## src/rtl/apb_timer_pkg.sv

```systemverilog
// Shared definitions for the APB machine timer: register offsets, CTRL field
// positions, handshake states and a byte-strobe merge helper.
package apb_timer_pkg;

  localparam logic [4:0] OFF_MTIME_LO    = 5'h00;
  localparam logic [4:0] OFF_MTIME_HI    = 5'h04;
  localparam logic [4:0] OFF_MTIMECMP_LO = 5'h08;
  localparam logic [4:0] OFF_MTIMECMP_HI = 5'h0C;
  localparam logic [4:0] OFF_CTRL        = 5'h10;
  localparam logic [4:0] OFF_MSIP        = 5'h14;

  localparam int CTRL_EN        = 0;
  localparam int CTRL_IE        = 1;
  localparam int CTRL_PRESC_LSB = 8;

  typedef enum logic [1:0] {
    IDLE,
    WAIT,
    DONE
  } apb_state_t;

  // Bytes whose strobe is low keep their old contents.
  function automatic logic [31:0] merge_bytes(input logic [31:0] old_val,
                                              input logic [31:0] new_val,
                                              input logic [3:0]  stb);
    logic [31:0] result;
    for (int i = 0; i < 4; i++) begin
      result[8*i +: 8] = stb[i] ? new_val[8*i +: 8] : old_val[8*i +: 8];
    end
    return result;
  endfunction

endpackage

```

## src/rtl/apb_slave_fsm.sv

```systemverilog
// APB slave handshake with one wait state: commits in the first access-phase
// cycle and raises pready for exactly one cycle in the following cycle.
module apb_slave_fsm
  import apb_timer_pkg::*;
(
  input  logic clk,
  input  logic reset,
  input  logic psel,
  input  logic penable,
  input  logic pwrite,
  output logic wr_commit,
  output logic rd_commit,
  output logic pready
);

  apb_state_t state;
  apb_state_t state_next;

  always_ff @(posedge clk) begin
    if (reset) begin
      state <= IDLE;
    end else begin
      state <= state_next;
    end
  end

  always_comb begin
    state_next = state;
    wr_commit  = 1'b0;
    rd_commit  = 1'b0;
    case (state)
      IDLE: begin
        if (psel && !penable) begin
          state_next = WAIT;
        end
      end
      WAIT: begin
        if (!psel) begin
          state_next = IDLE;
        end else if (penable) begin
          state_next = DONE;
          wr_commit  = pwrite;
          rd_commit  = !pwrite;
        end
      end
      DONE: begin
        state_next = IDLE;
      end
      default: begin
        state_next = IDLE;
      end
    endcase
  end

  assign pready = (state == DONE);

endmodule

```

## src/rtl/apb_timer.sv

```systemverilog
// APB machine timer: 64-bit prescaled mtime, 64-bit mtimecmp, level interrupt.
// Defining APB_TIMER_SOFTIRQ_EN adds the MSIP register and soft_interrupt port.
module apb_timer
  import apb_timer_pkg::*;
#(
  parameter int ADDR_WIDTH  = 32,
  parameter int DATA_WIDTH  = 32,
  parameter int PRESC_WIDTH = 8
) (
  input  logic                  APB_PCLK,
  input  logic                  APB_PRESET,
  input  logic [ADDR_WIDTH-1:0] APB_paddr,
  input  logic [DATA_WIDTH-1:0] APB_pdata,
  output logic [DATA_WIDTH-1:0] APB_prdata,
  input  logic                  APB_psel,
  input  logic                  APB_penable,
  input  logic                  APB_pwrite,
  input  logic [3:0]            APB_pstb,
  output logic                  APB_pready,
  output logic                  APB_perr,
  output logic                  interrupt
`ifdef APB_TIMER_SOFTIRQ_EN
  ,
  output logic                  soft_interrupt
`endif
);

  logic                   wr_commit;
  logic                   rd_commit;
  logic [63:0]            mtime;
  logic [63:0]            mtimecmp;
  logic [31:0]            hi_shadow;
  logic                   en;
  logic                   ie;
  logic [PRESC_WIDTH-1:0] presc;
  logic [PRESC_WIDTH-1:0] presc_cnt;
  logic [4:0]             offset;
  logic                   mapped;
  logic [DATA_WIDTH-1:0]  rdata;
  logic [31:0]            ctrl_word;
  logic [31:0]            ctrl_new;
  logic                   unused_bits;
`ifdef APB_TIMER_SOFTIRQ_EN
  logic                   msip;
`endif

  apb_slave_fsm u_fsm (
    .clk       (APB_PCLK),
    .reset     (APB_PRESET),
    .psel      (APB_psel),
    .penable   (APB_penable),
    .pwrite    (APB_pwrite),
    .wr_commit (wr_commit),
    .rd_commit (rd_commit),
    .pready    (APB_pready)
  );

  assign offset      = {APB_paddr[4:2], 2'b00};
  assign unused_bits = ^{APB_paddr[ADDR_WIDTH-1:5], APB_paddr[1:0], ctrl_new};

  always_comb begin
    ctrl_word = '0;
    ctrl_word[CTRL_EN] = en;
    ctrl_word[CTRL_IE] = ie;
    ctrl_word[CTRL_PRESC_LSB +: PRESC_WIDTH] = presc;
  end

  assign ctrl_new = merge_bytes(ctrl_word, APB_pdata, APB_pstb);

  // MTIME_HI returns the snapshot taken by the last MTIME_LO read.
  always_comb begin
    rdata  = '0;
    mapped = 1'b1;
    case (offset)
      OFF_MTIME_LO:    rdata = mtime[31:0];
      OFF_MTIME_HI:    rdata = hi_shadow;
      OFF_MTIMECMP_LO: rdata = mtimecmp[31:0];
      OFF_MTIMECMP_HI: rdata = mtimecmp[63:32];
      OFF_CTRL:        rdata = ctrl_word;
`ifdef APB_TIMER_SOFTIRQ_EN
      OFF_MSIP:        rdata = {31'b0, msip};
`else
      OFF_MSIP:        mapped = 1'b0;
`endif
      default:         mapped = 1'b0;
    endcase
  end

  always_ff @(posedge APB_PCLK) begin
    if (APB_PRESET) begin
      mtime      <= '0;
      mtimecmp   <= '1;
      hi_shadow  <= '0;
      en         <= 1'b0;
      ie         <= 1'b0;
      presc      <= '0;
      presc_cnt  <= '0;
      interrupt  <= 1'b0;
      APB_prdata <= '0;
      APB_perr   <= 1'b0;
    end else begin
      // A software write to mtime overrides this cycle's increment.
      if (wr_commit && offset == OFF_MTIME_LO) begin
        mtime[31:0] <= merge_bytes(mtime[31:0], APB_pdata, APB_pstb);
        presc_cnt   <= '0;
      end else if (wr_commit && offset == OFF_MTIME_HI) begin
        mtime[63:32] <= merge_bytes(mtime[63:32], APB_pdata, APB_pstb);
        presc_cnt    <= '0;
      end else if (en) begin
        if (presc_cnt == presc) begin
          presc_cnt <= '0;
          mtime     <= mtime + 64'd1;
        end else begin
          presc_cnt <= presc_cnt + PRESC_WIDTH'(1);
        end
      end else begin
        presc_cnt <= '0;
      end

      if (wr_commit && offset == OFF_MTIMECMP_LO) begin
        mtimecmp[31:0] <= merge_bytes(mtimecmp[31:0], APB_pdata, APB_pstb);
      end
      if (wr_commit && offset == OFF_MTIMECMP_HI) begin
        mtimecmp[63:32] <= merge_bytes(mtimecmp[63:32], APB_pdata, APB_pstb);
      end
      if (wr_commit && offset == OFF_CTRL) begin
        en    <= ctrl_new[CTRL_EN];
        ie    <= ctrl_new[CTRL_IE];
        presc <= ctrl_new[CTRL_PRESC_LSB +: PRESC_WIDTH];
      end

      if (rd_commit && offset == OFF_MTIME_LO) begin
        hi_shadow <= mtime[63:32];
      end

      interrupt  <= ie && (mtime >= mtimecmp);
      APB_prdata <= (rd_commit && mapped) ? rdata : '0;
      APB_perr   <= (wr_commit || rd_commit) && !mapped;
    end
  end

`ifdef APB_TIMER_SOFTIRQ_EN
  always_ff @(posedge APB_PCLK) begin
    if (APB_PRESET) begin
      msip <= 1'b0;
    end else if (wr_commit && offset == OFF_MSIP && APB_pstb[0]) begin
      msip <= APB_pdata[0];
    end
  end

  assign soft_interrupt = msip;
`endif

endmodule
```

## config.mk

```make
export PLATFORM = sky130hd
export DESIGN_NAME = apb_timer
export DESIGN_NICKNAME = d
export VERILOG_FILES = /design/src/rtl/apb_timer_pkg.sv /design/src/rtl/apb_slave_fsm.sv /design/src/rtl/apb_timer.sv
export SDC_FILE = /design/constraint.sdc
export NUM_CORES = 1
export LEC_CHECK = 0
export CAP_MARGIN = 20
export CORE_MARGIN = 2
export CORE_UTILIZATION = 39
export CTS_CLUSTER_SIZE = 14
export DETAILED_ROUTE_END_ITERATION = 8
export GPL_TIMING_DRIVEN = 0
export SLEW_MARGIN = 20
export SYNTH_ARGS = -nofsm -noshare
export SYNTH_HDL_FRONTEND = slang
export SYNTH_SLANG_ARGS = --single-unit
```

## constraint.sdc

```tcl
create_clock -name APB_PCLK -period 6.1 [get_ports APB_PCLK]
set_input_delay 1.22 -clock APB_PCLK [delete_from_list [all_inputs] [get_ports APB_PCLK]]
set_output_delay 1.22 -clock APB_PCLK [all_outputs]
set_load 0.01 [all_outputs]
```

### Word-level counts from Yosys, hierarchy flattened

Index checks and enable logic that the tools add are counted.

| operators by class | value |
|---|---|
| add/subtract/negate cells | 2 |
| magnitude comparators | 1 |
| equality and inequality tests | 18 |
| muxes and demuxes | 21 |
| bitwise operators | 3 |
| reductions and logical operators | 42 |

Operator list:

| kind | count |
|---|---|
| 32-bit case mux with 5 select lines | 1 |
| 64-bit 2-to-1 mux | 2 |
| 32-bit 2-to-1 mux | 3 |
| 64-bit by 1-bit adder with 64-bit output (second input constant) | 1 |
| 64-bit >= comparator | 1 |
| 8-bit 2-to-1 mux | 4 |
| 4-bit AND reduction | 8 |
| 2-bit AND reduction | 11 |
| 2-bit inequality test (second input constant) | 9 |
| 1-bit logical AND | 10 |
| 5-bit OR reduction | 2 |
| 8-bit by 1-bit adder with 8-bit output (second input constant) | 1 |
| 8-bit equality test | 1 |
| 2-bit nonzero test | 4 |
| 1-bit 2-to-1 mux | 7 |
| 3-bit by 2-bit equality test with 1-bit output (second input constant) | 2 |
| 2-bit 2-to-1 mux | 3 |
| 5-bit zero test | 1 |
| 2-bit case mux with 2 select lines | 1 |
| 3-bit by 1-bit equality test with 1-bit output (second input constant) | 1 |
| 3-bit equality test (second input constant) | 1 |
| 1-bit zero test | 3 |
| 3-bit inequality test (second input constant) | 1 |
| 1-bit inverter | 3 |
| 6 further kinds | 6 |

| word-level totals | value |
|---|---|
| flip-flop bits (word level) | 214 |
| bits of input ports | 73 |
| output and inout port bits | 35 |
| word-level logic and storage cells | 112 |

### Longest topological paths before layout

| logic depth | value |
|---|---|
| word-level depth | 7 |
| gate-level depth with buffers | 10 |
| mapped depth without buffers | 8 |

### By module

From an unflattened synthesis, not the netlist that was laid out.

| second synthesis, totals | value |
|---|---|
| cells, all modules | 1503 |
| area total of the unflattened synthesis | 11800.1 um^2 |

By module, submodules not included:

| module | times used | cells each | area each (um^2) | sequential area each (um^2) |
|---|---|---|---|---|
| apb_timer | 1 | 1494 | 11721.2 | 4244.1 |
| apb_slave_fsm | 1 | 9 | 78.8 | 40.0 |

### Worst setup path after synthesis

No wires, ideal clock.

| timing | value |
|---|---|
| kind | input-to-reg |
| from | input APB_paddr[2] |
| to | register mtime[4] |
| library setup time | 0.087 ns |
| arrival | 3.091 ns |
| required time | 6.013 ns |
| slack | 2.922 ns |
| cell stages on the path | 9 |
| buffers on the path | 3 |
| cells stage by stage | clkbuf_1 nand2b_1 or4_1 and4_1 clkbuf_1 mux2i_1 buf_2 a21oi_1 o31ai_1 |

| between the ends | value |
|---|---|
| longest elaborated chain between the ends | 4 |
| elaborated cells between the ends (all ways) | 10 |
| classes of those cells | 3 x eq/ne; 1 x mux; 6 x reduce/logical |

Ends and longest elaborated chain:

| element | RTL line | text |
|---|---|---|
| start, declared | apb_timer.sv:12 | `input logic [ADDR_WIDTH-1:0] APB_paddr,` |
| 3-bit by 1-bit equality test with 1-bit output or 5-bit zero test (tied branches) | apb_timer.sv:106, apb_timer.sv:103 |  |
| 1-bit logical AND, on equally long branches | apb_timer.sv:106, apb_timer.sv:103 |  |
| 2-bit inequality test (no source line) or 2-bit nonzero test (tied branches) | n/a |  |
| 4-bit AND reduction (no source line) | n/a |  |
| end signal, assigned | apb_timer.sv:104 | `mtime[31:0] <= merge_bytes(mtime[31:0], APB_pdata, APB_pstb);` |
| end signal, assigned | apb_timer.sv:112 | `mtime <= mtime + 64'd1;` |
| end, declared | apb_timer.sv:30 | `logic [63:0] mtime;` |

Parallel ways exist; a longest one is shown, timed or not.
A chain may end at the register's enable or synchronous reset.

### Worst setup path after layout

| timing | value |
|---|---|
| from | input APB_pwrite |
| to | register mtime[55] |

| between the ends | value |
|---|---|
| longest elaborated chain between the ends | 6 |
| elaborated cells between the ends (all ways) | 11 |
| classes of those cells | 1 x eq/ne; 4 x mux; 1 x bitwise; 5 x reduce/logical |

Ends and longest elaborated chain:

| element | RTL line | text |
|---|---|---|
| start, declared | apb_timer.sv:17 | `input logic APB_pwrite,` |
| 1-bit 2-to-1 mux (*) | apb_slave_fsm.sv:40 | `end else if (penable) begin` |
| 1-bit 2-to-1 mux (*) | apb_slave_fsm.sv:38 | `if (!psel) begin` |
| 1-bit 2-to-1 mux (*) | apb_slave_fsm.sv:31 | `case (state)` |
| 1-bit logical AND, on equally long branches | apb_timer.sv:106, apb_timer.sv:103 |  |
| 2-bit inequality test (no source line) (tied with other cells) | n/a |  |
| 4-bit AND reduction (no source line) | n/a |  |
| end signal, assigned | apb_timer.sv:107 | `mtime[63:32] <= merge_bytes(mtime[63:32], APB_pdata, APB_pstb);` |
| end signal, assigned | apb_timer.sv:112 |  |

Mark *: on every way between the ends. The rest lies on a longest branch, timed or not.

==> results.md <==
- The nature of the critical path startpoint is an input port.
- Counting flops with a built-in enable in the synthesized netlist gives 0.
- The end-of-flow core utilization is 46.6%.
- The repair_antennas step left the layout with diodes totalling 0.
- In this run the static leakage power is approximately 0.0056 uW.
- The worst register-to-register path ends at mtime[55].
- In this run, post-CTS repair resized a total of 0 instances.
- The clock sink total is approximately 210.
- Synthesis produced ~1500 cells.
- For this block, the initial DRC count from the detailed router was 1464.
- Once detailed placement completed, the half-perimeter wirelength came to around 36000 um.
- The final clock period utilization by the worst path is between 70 and 80%.
- The critical path is of the input port to register type.
- The count of final hold-check violations is 0.
- In this run the cell area of the synthesized design comes to approximately 0.012 mm2.
- The logic depth of the worst register-to-register path is 8.
- The number of antenna violations at the first check in global routing is 0.
- Leaving out fill and tap cells, the most frequent cells in the layout are sky130_fd_sc_hd__nand2_1, sky130_fd_sc_hd__dfxtp_1, sky130_fd_sc_hd__a21oi_1.
- The setup check on the worst reg-to-reg path leaves a slack of between 2 and 3 ns.
- The hold-critical path depth is 2.
- No sink is reached through more buffers than the 3 on the longest clock path.
- The worst-case clock skew is roughly 0.018 ns.
- The number of core rows is 64.
- Post-CTS timing repair inserted 0 buffers for setup.
- The die covers about 0.032 mm2.
- The type of the worst min-delay path is register to register.
- The first global-routing pass estimated roughly 73000 um of wire.
- Each instance of the synthesized netlist takes up on average roughly 8 um2.
- In this run the most critical hold path is launched from hi_shadow[20].
- After synthesis, the largest family of logic cells by area is compound AO/OA/AOI/OAI gates.
- The finished cells cover about 0.014 mm2.
- Sequential cells were found to cover 35.8% of the synthesized design area.
- When the netlist entered floorplanning its net count stood at 1676.
- After detailed routing, no signal wire sits above met4.
- The leading register cell type out of synthesis is sky130_fd_sc_hd__dfxtp_1.
- Buffers inserted during clock tree synthesis total 26.
- The sequential cell area in the final layout is between 0.004 and 0.005 mm2.
- The synthesized netlist devotes 24.0% of its cell area to compound gates.
- The number of warning messages in the yosys log is 0.
- The arithmetic-cell share of the synthesized area counting full adders, half adders and majority gates is under 10%.
- In the final layout, the multi-input gates occupy around 0.0070 mm2.
- Leaving out fill and tap cells, the most frequent cell in the layout is sky130_fd_sc_hd__nand2_1.
- Port buffering added between 70 and 80 buffers.
- Measured along the x axis, the die boundary spans ~180 um.
- The total number of vias is roughly 13000.
- The aggregate routed wire length is about 49000 um.
- After clock tree synthesis, the clock-pin slew on the worst setup and hold paths is roughly 0.060 ns.
- At the end of routability-driven placement, the weighted congestion stood at 1.01.
- The vertical die dimension is ~180 um.
- In the final routed layout, each cell accounts on average for 23.7 um.
- The root cell of the clock tree is sky130_fd_sc_hd__clkbuf_16.
- Of the total synthesized cell area, the portion taken by XOR and XNOR cells is 1.02%.
- The count of cell types in the netlist is 64.
- The slew of the pin with the lowest slew margin is 1.10 ns.
- The power density over the cells is 226 mW/mm2.
- The fraction of registers with async set or reset after synthesis is 0%.
- The overall fraction of global-route tracks in use is between 30% and 40%.
- The via count of the first global-routing pass is approximately 12000.
- Across the VDD grid, the largest voltage drop is about 0.16 mV.
- The TritonCTS clock tree is yes.
- The startpoint of the most critical register-to-register path is u_fsm.state[1].
- The placeable core region is between 0.03 and 0.04 mm2.
- The later pin in the worst-skew pair is clocked with a latency of 0.55 ns.
- After the last flow step, the layout net total stands at roughly 1800.
- In the routed design, unresolved DRC markers number 0.
- For the final routed database, the setup TNS stands at 0 ns.
- The met3 layer wire length in the routed design is roughly 4600 um.
- For hold timing, the worst endpoint is hi_shadow[20].
- The post-synthesis to final-layout area growth is 18.3%.
- The I/O pin count is 108.
- Across the run, the number of max-cap violations was 0.
- The routed length on met2 is between 20000 and 25000 um.
- For the worst setup path, the data required time is approximately 6.6 ns.
- After global routing the overflow that remains totals 0.
- The maximum clock frequency is between 0.2 and 0.25 GHz.
- For the finished layout, the period the worst path requires is 4.28 ns.
- The maximum fanout encountered on the critical timing path is 10.
- In this run the remaining antenna-violating nets after routing total 0.
- The CTS H-tree depth is 1.
- The quantity of hold-fixing buffers added after cts is 0.
- The design draws 3200 uW.
- After detailed routing, the wire length on met1 is roughly 21000 um.
- The multiplexer area fraction after synthesis is 4.34%.
- The run finished with clean final reports.
- The flip-flop and latch count after synthesis is between 200 and 250.
- After detailed routing, the number of vias per cell comes to 6.15.
- For this configuration, the core starts out at a cell density of roughly 39%.
- For this run, the detailed router's first-pass iteration total came to 6.
- The fraction of final layout cells with drive strength greater than 1 is between 5 and 6%.
- The final number of max-transition violations is 0.
- Setup repair after global routing left no endpoint under its margin.
- Setup violations remaining at the end of the flow were counted as 0.
- The pin count of the biggest net entering global routing is 13.
- For the worst setup path, the data arrival time is 4.72 ns.
- In this run the tightest slew margin relative to its limit is 26.1%.
- After filler insertion, the fill cell instance count of the layout stands at about 3100.
- STA classifies the critical path endpoint as a register.
- The total cell area at the placement stage is 0.0133 mm2.
- After Yosys synthesis, and, or, nand and nor cells account for 22.0% of the synthesized area.
- Across all hold checks on the routed design, the worst slack comes to 0.452 ns.
## sequential cells by signal, summed over array words and instances, names as in the netlist
| register | flops |
|---|---|
| ie | 1 |
| mtime | 64 |
| u_fsm.state | 2 |
| presc | 8 |
| hi_shadow | 32 |
| en | 1 |
| APB_perr | 1 |
| APB_prdata | 32 |
| interrupt | 1 |
| presc_cnt | 8 |
| mtimecmp | 64 |
## cells in the mapped netlist, types with 3 or more instances
| library cell | instances | area share, % |
|---|---|---|
| sky130_fd_sc_hd__o211ai_1 | 69 | 4.3 |
| sky130_fd_sc_hd__nor4b_1 | 5 | 0.37 |
| sky130_fd_sc_hd__a22o_1 | 3 | 0.22 |
| sky130_fd_sc_hd__nor4_1 | 15 | 0.78 |
| sky130_fd_sc_hd__or3_1 | 6 | 0.31 |
| sky130_fd_sc_hd__nor2_1 | 117 | 3.7 |
| sky130_fd_sc_hd__a211oi_1 | 19 | 1.2 |
| sky130_fd_sc_hd__ha_1 | 66 | 6.9 |
| sky130_fd_sc_hd__buf_2 | 9 | 0.38 |
| sky130_fd_sc_hd__nor2b_1 | 5 | 0.26 |
| sky130_fd_sc_hd__o31ai_1 | 13 | 0.82 |
| sky130_fd_sc_hd__dfxtp_1 | 214 | 36 |
| sky130_fd_sc_hd__nand2_1 | 225 | 7.1 |
| sky130_fd_sc_hd__mux2_2 | 21 | 2.0 |
| sky130_fd_sc_hd__inv_1 | 77 | 2.4 |
| sky130_fd_sc_hd__nand3_1 | 40 | 1.7 |
| sky130_fd_sc_hd__a21o_1 | 16 | 1.0 |
| sky130_fd_sc_hd__a31oi_1 | 13 | 0.68 |
| sky130_fd_sc_hd__o22ai_1 | 4 | 0.21 |
| sky130_fd_sc_hd__buf_1 | 7 | 0.22 |
| sky130_fd_sc_hd__a21oi_1 | 172 | 7.2 |
| sky130_fd_sc_hd__and4_1 | 14 | 1.0 |
| sky130_fd_sc_hd__and2_1 | 18 | 0.94 |
| sky130_fd_sc_hd__nor3_1 | 24 | 1.0 |
| sky130_fd_sc_hd__nand4_1 | 44 | 2.3 |
| sky130_fd_sc_hd__o41ai_1 | 7 | 0.51 |
| sky130_fd_sc_hd__o21a_1 | 7 | 0.44 |
| sky130_fd_sc_hd__a41o_1 | 3 | 0.25 |
| sky130_fd_sc_hd__o21ai_0 | 65 | 2.7 |
| sky130_fd_sc_hd__o32ai_1 | 4 | 0.29 |
| sky130_fd_sc_hd__xor2_1 | 13 | 0.95 |
| sky130_fd_sc_hd__a221oi_1 | 4 | 0.29 |
| sky130_fd_sc_hd__a22oi_1 | 31 | 1.9 |
| sky130_fd_sc_hd__a31o_2 | 7 | 0.51 |
| sky130_fd_sc_hd__mux2i_1 | 26 | 2.2 |
| sky130_fd_sc_hd__nand4b_1 | 4 | 0.29 |
| sky130_fd_sc_hd__or4_1 | 6 | 0.38 |
| sky130_fd_sc_hd__and3_1 | 15 | 0.78 |
| sky130_fd_sc_hd__or2_2 | 5 | 0.26 |
| sky130_fd_sc_hd__clkbuf_1 | 93 | 2.9 |
## critical path, stage by stage
cell	delay, ns
sky130_fd_sc_hd__clkdlybuf4s50_1	0.52
sky130_fd_sc_hd__inv_1	0.26
sky130_fd_sc_hd__or4_1	0.28
sky130_fd_sc_hd__clkbuf_1	0.56
sky130_fd_sc_hd__nand4_1	0.52
sky130_fd_sc_hd__o22ai_1	0.70
sky130_fd_sc_hd__buf_2	0.35
sky130_fd_sc_hd__nand2_1	0.08
sky130_fd_sc_hd__a221oi_1	0.23
## kinds of logic after synthesis
family	Yosys count
simple gates	553
mux	48
compound gates	455
fa+ha+maj	66
buf+inv	187
flops	214
xor+xnor	14
## final cells by class
type	count	area share, %
timing repair buffer	78	5.47
clock inverter	4	0.495
buffer	110	3.00
tap	396	3.50
clock buffer	44	5.79
multi-input combinational	1136	49.5
inverter	77	2.04
sequential	214	30.2
## worst max-delay path by stage
| stage | from | endpoint | slack, ns | cells past startpoint |
|---|---|---|---|---|
| global placement | APB_paddr[3] | APB_prdata[14] | 1.39 | 8 |
| detailed placement | APB_paddr[3] | APB_prdata[14] | 1.32 | 8 |
| finish | APB_pwrite | mtime[55] | 1.82 | 9 |
| floorplan | APB_paddr[2] | mtime[4] | 2.92 | 9 |
| global route | APB_paddr[3] | APB_prdata[14] | 1.70 | 8 |
| CTS | APB_paddr[3] | APB_prdata[14] | 1.89 | 8 |
## layer usage
metal	vias to the layer above	track usage, %
met5	-	0
met4	0	13.1
li1	5795	-
met2	680	46.2
met1	6044	42.8
met3	140	4.47
## where the power goes
group,leakage (uW),switching [uW],internal (uW)
registers,0.00173,2.13,1400
logic,0.00343,113,54.1
clock network,0.000437,641,990
## through the flow
step,setup WS [ns],cells
2_1_floorplan,2.92,1537
3_3_place_gp,1.39,2008
3_5_place_dp,1.32,2011
4_1_cts,1.89,2059
5_1_grt,1.70,2059
6_report,1.82,2059
Power figures use the tool's default switching activity.
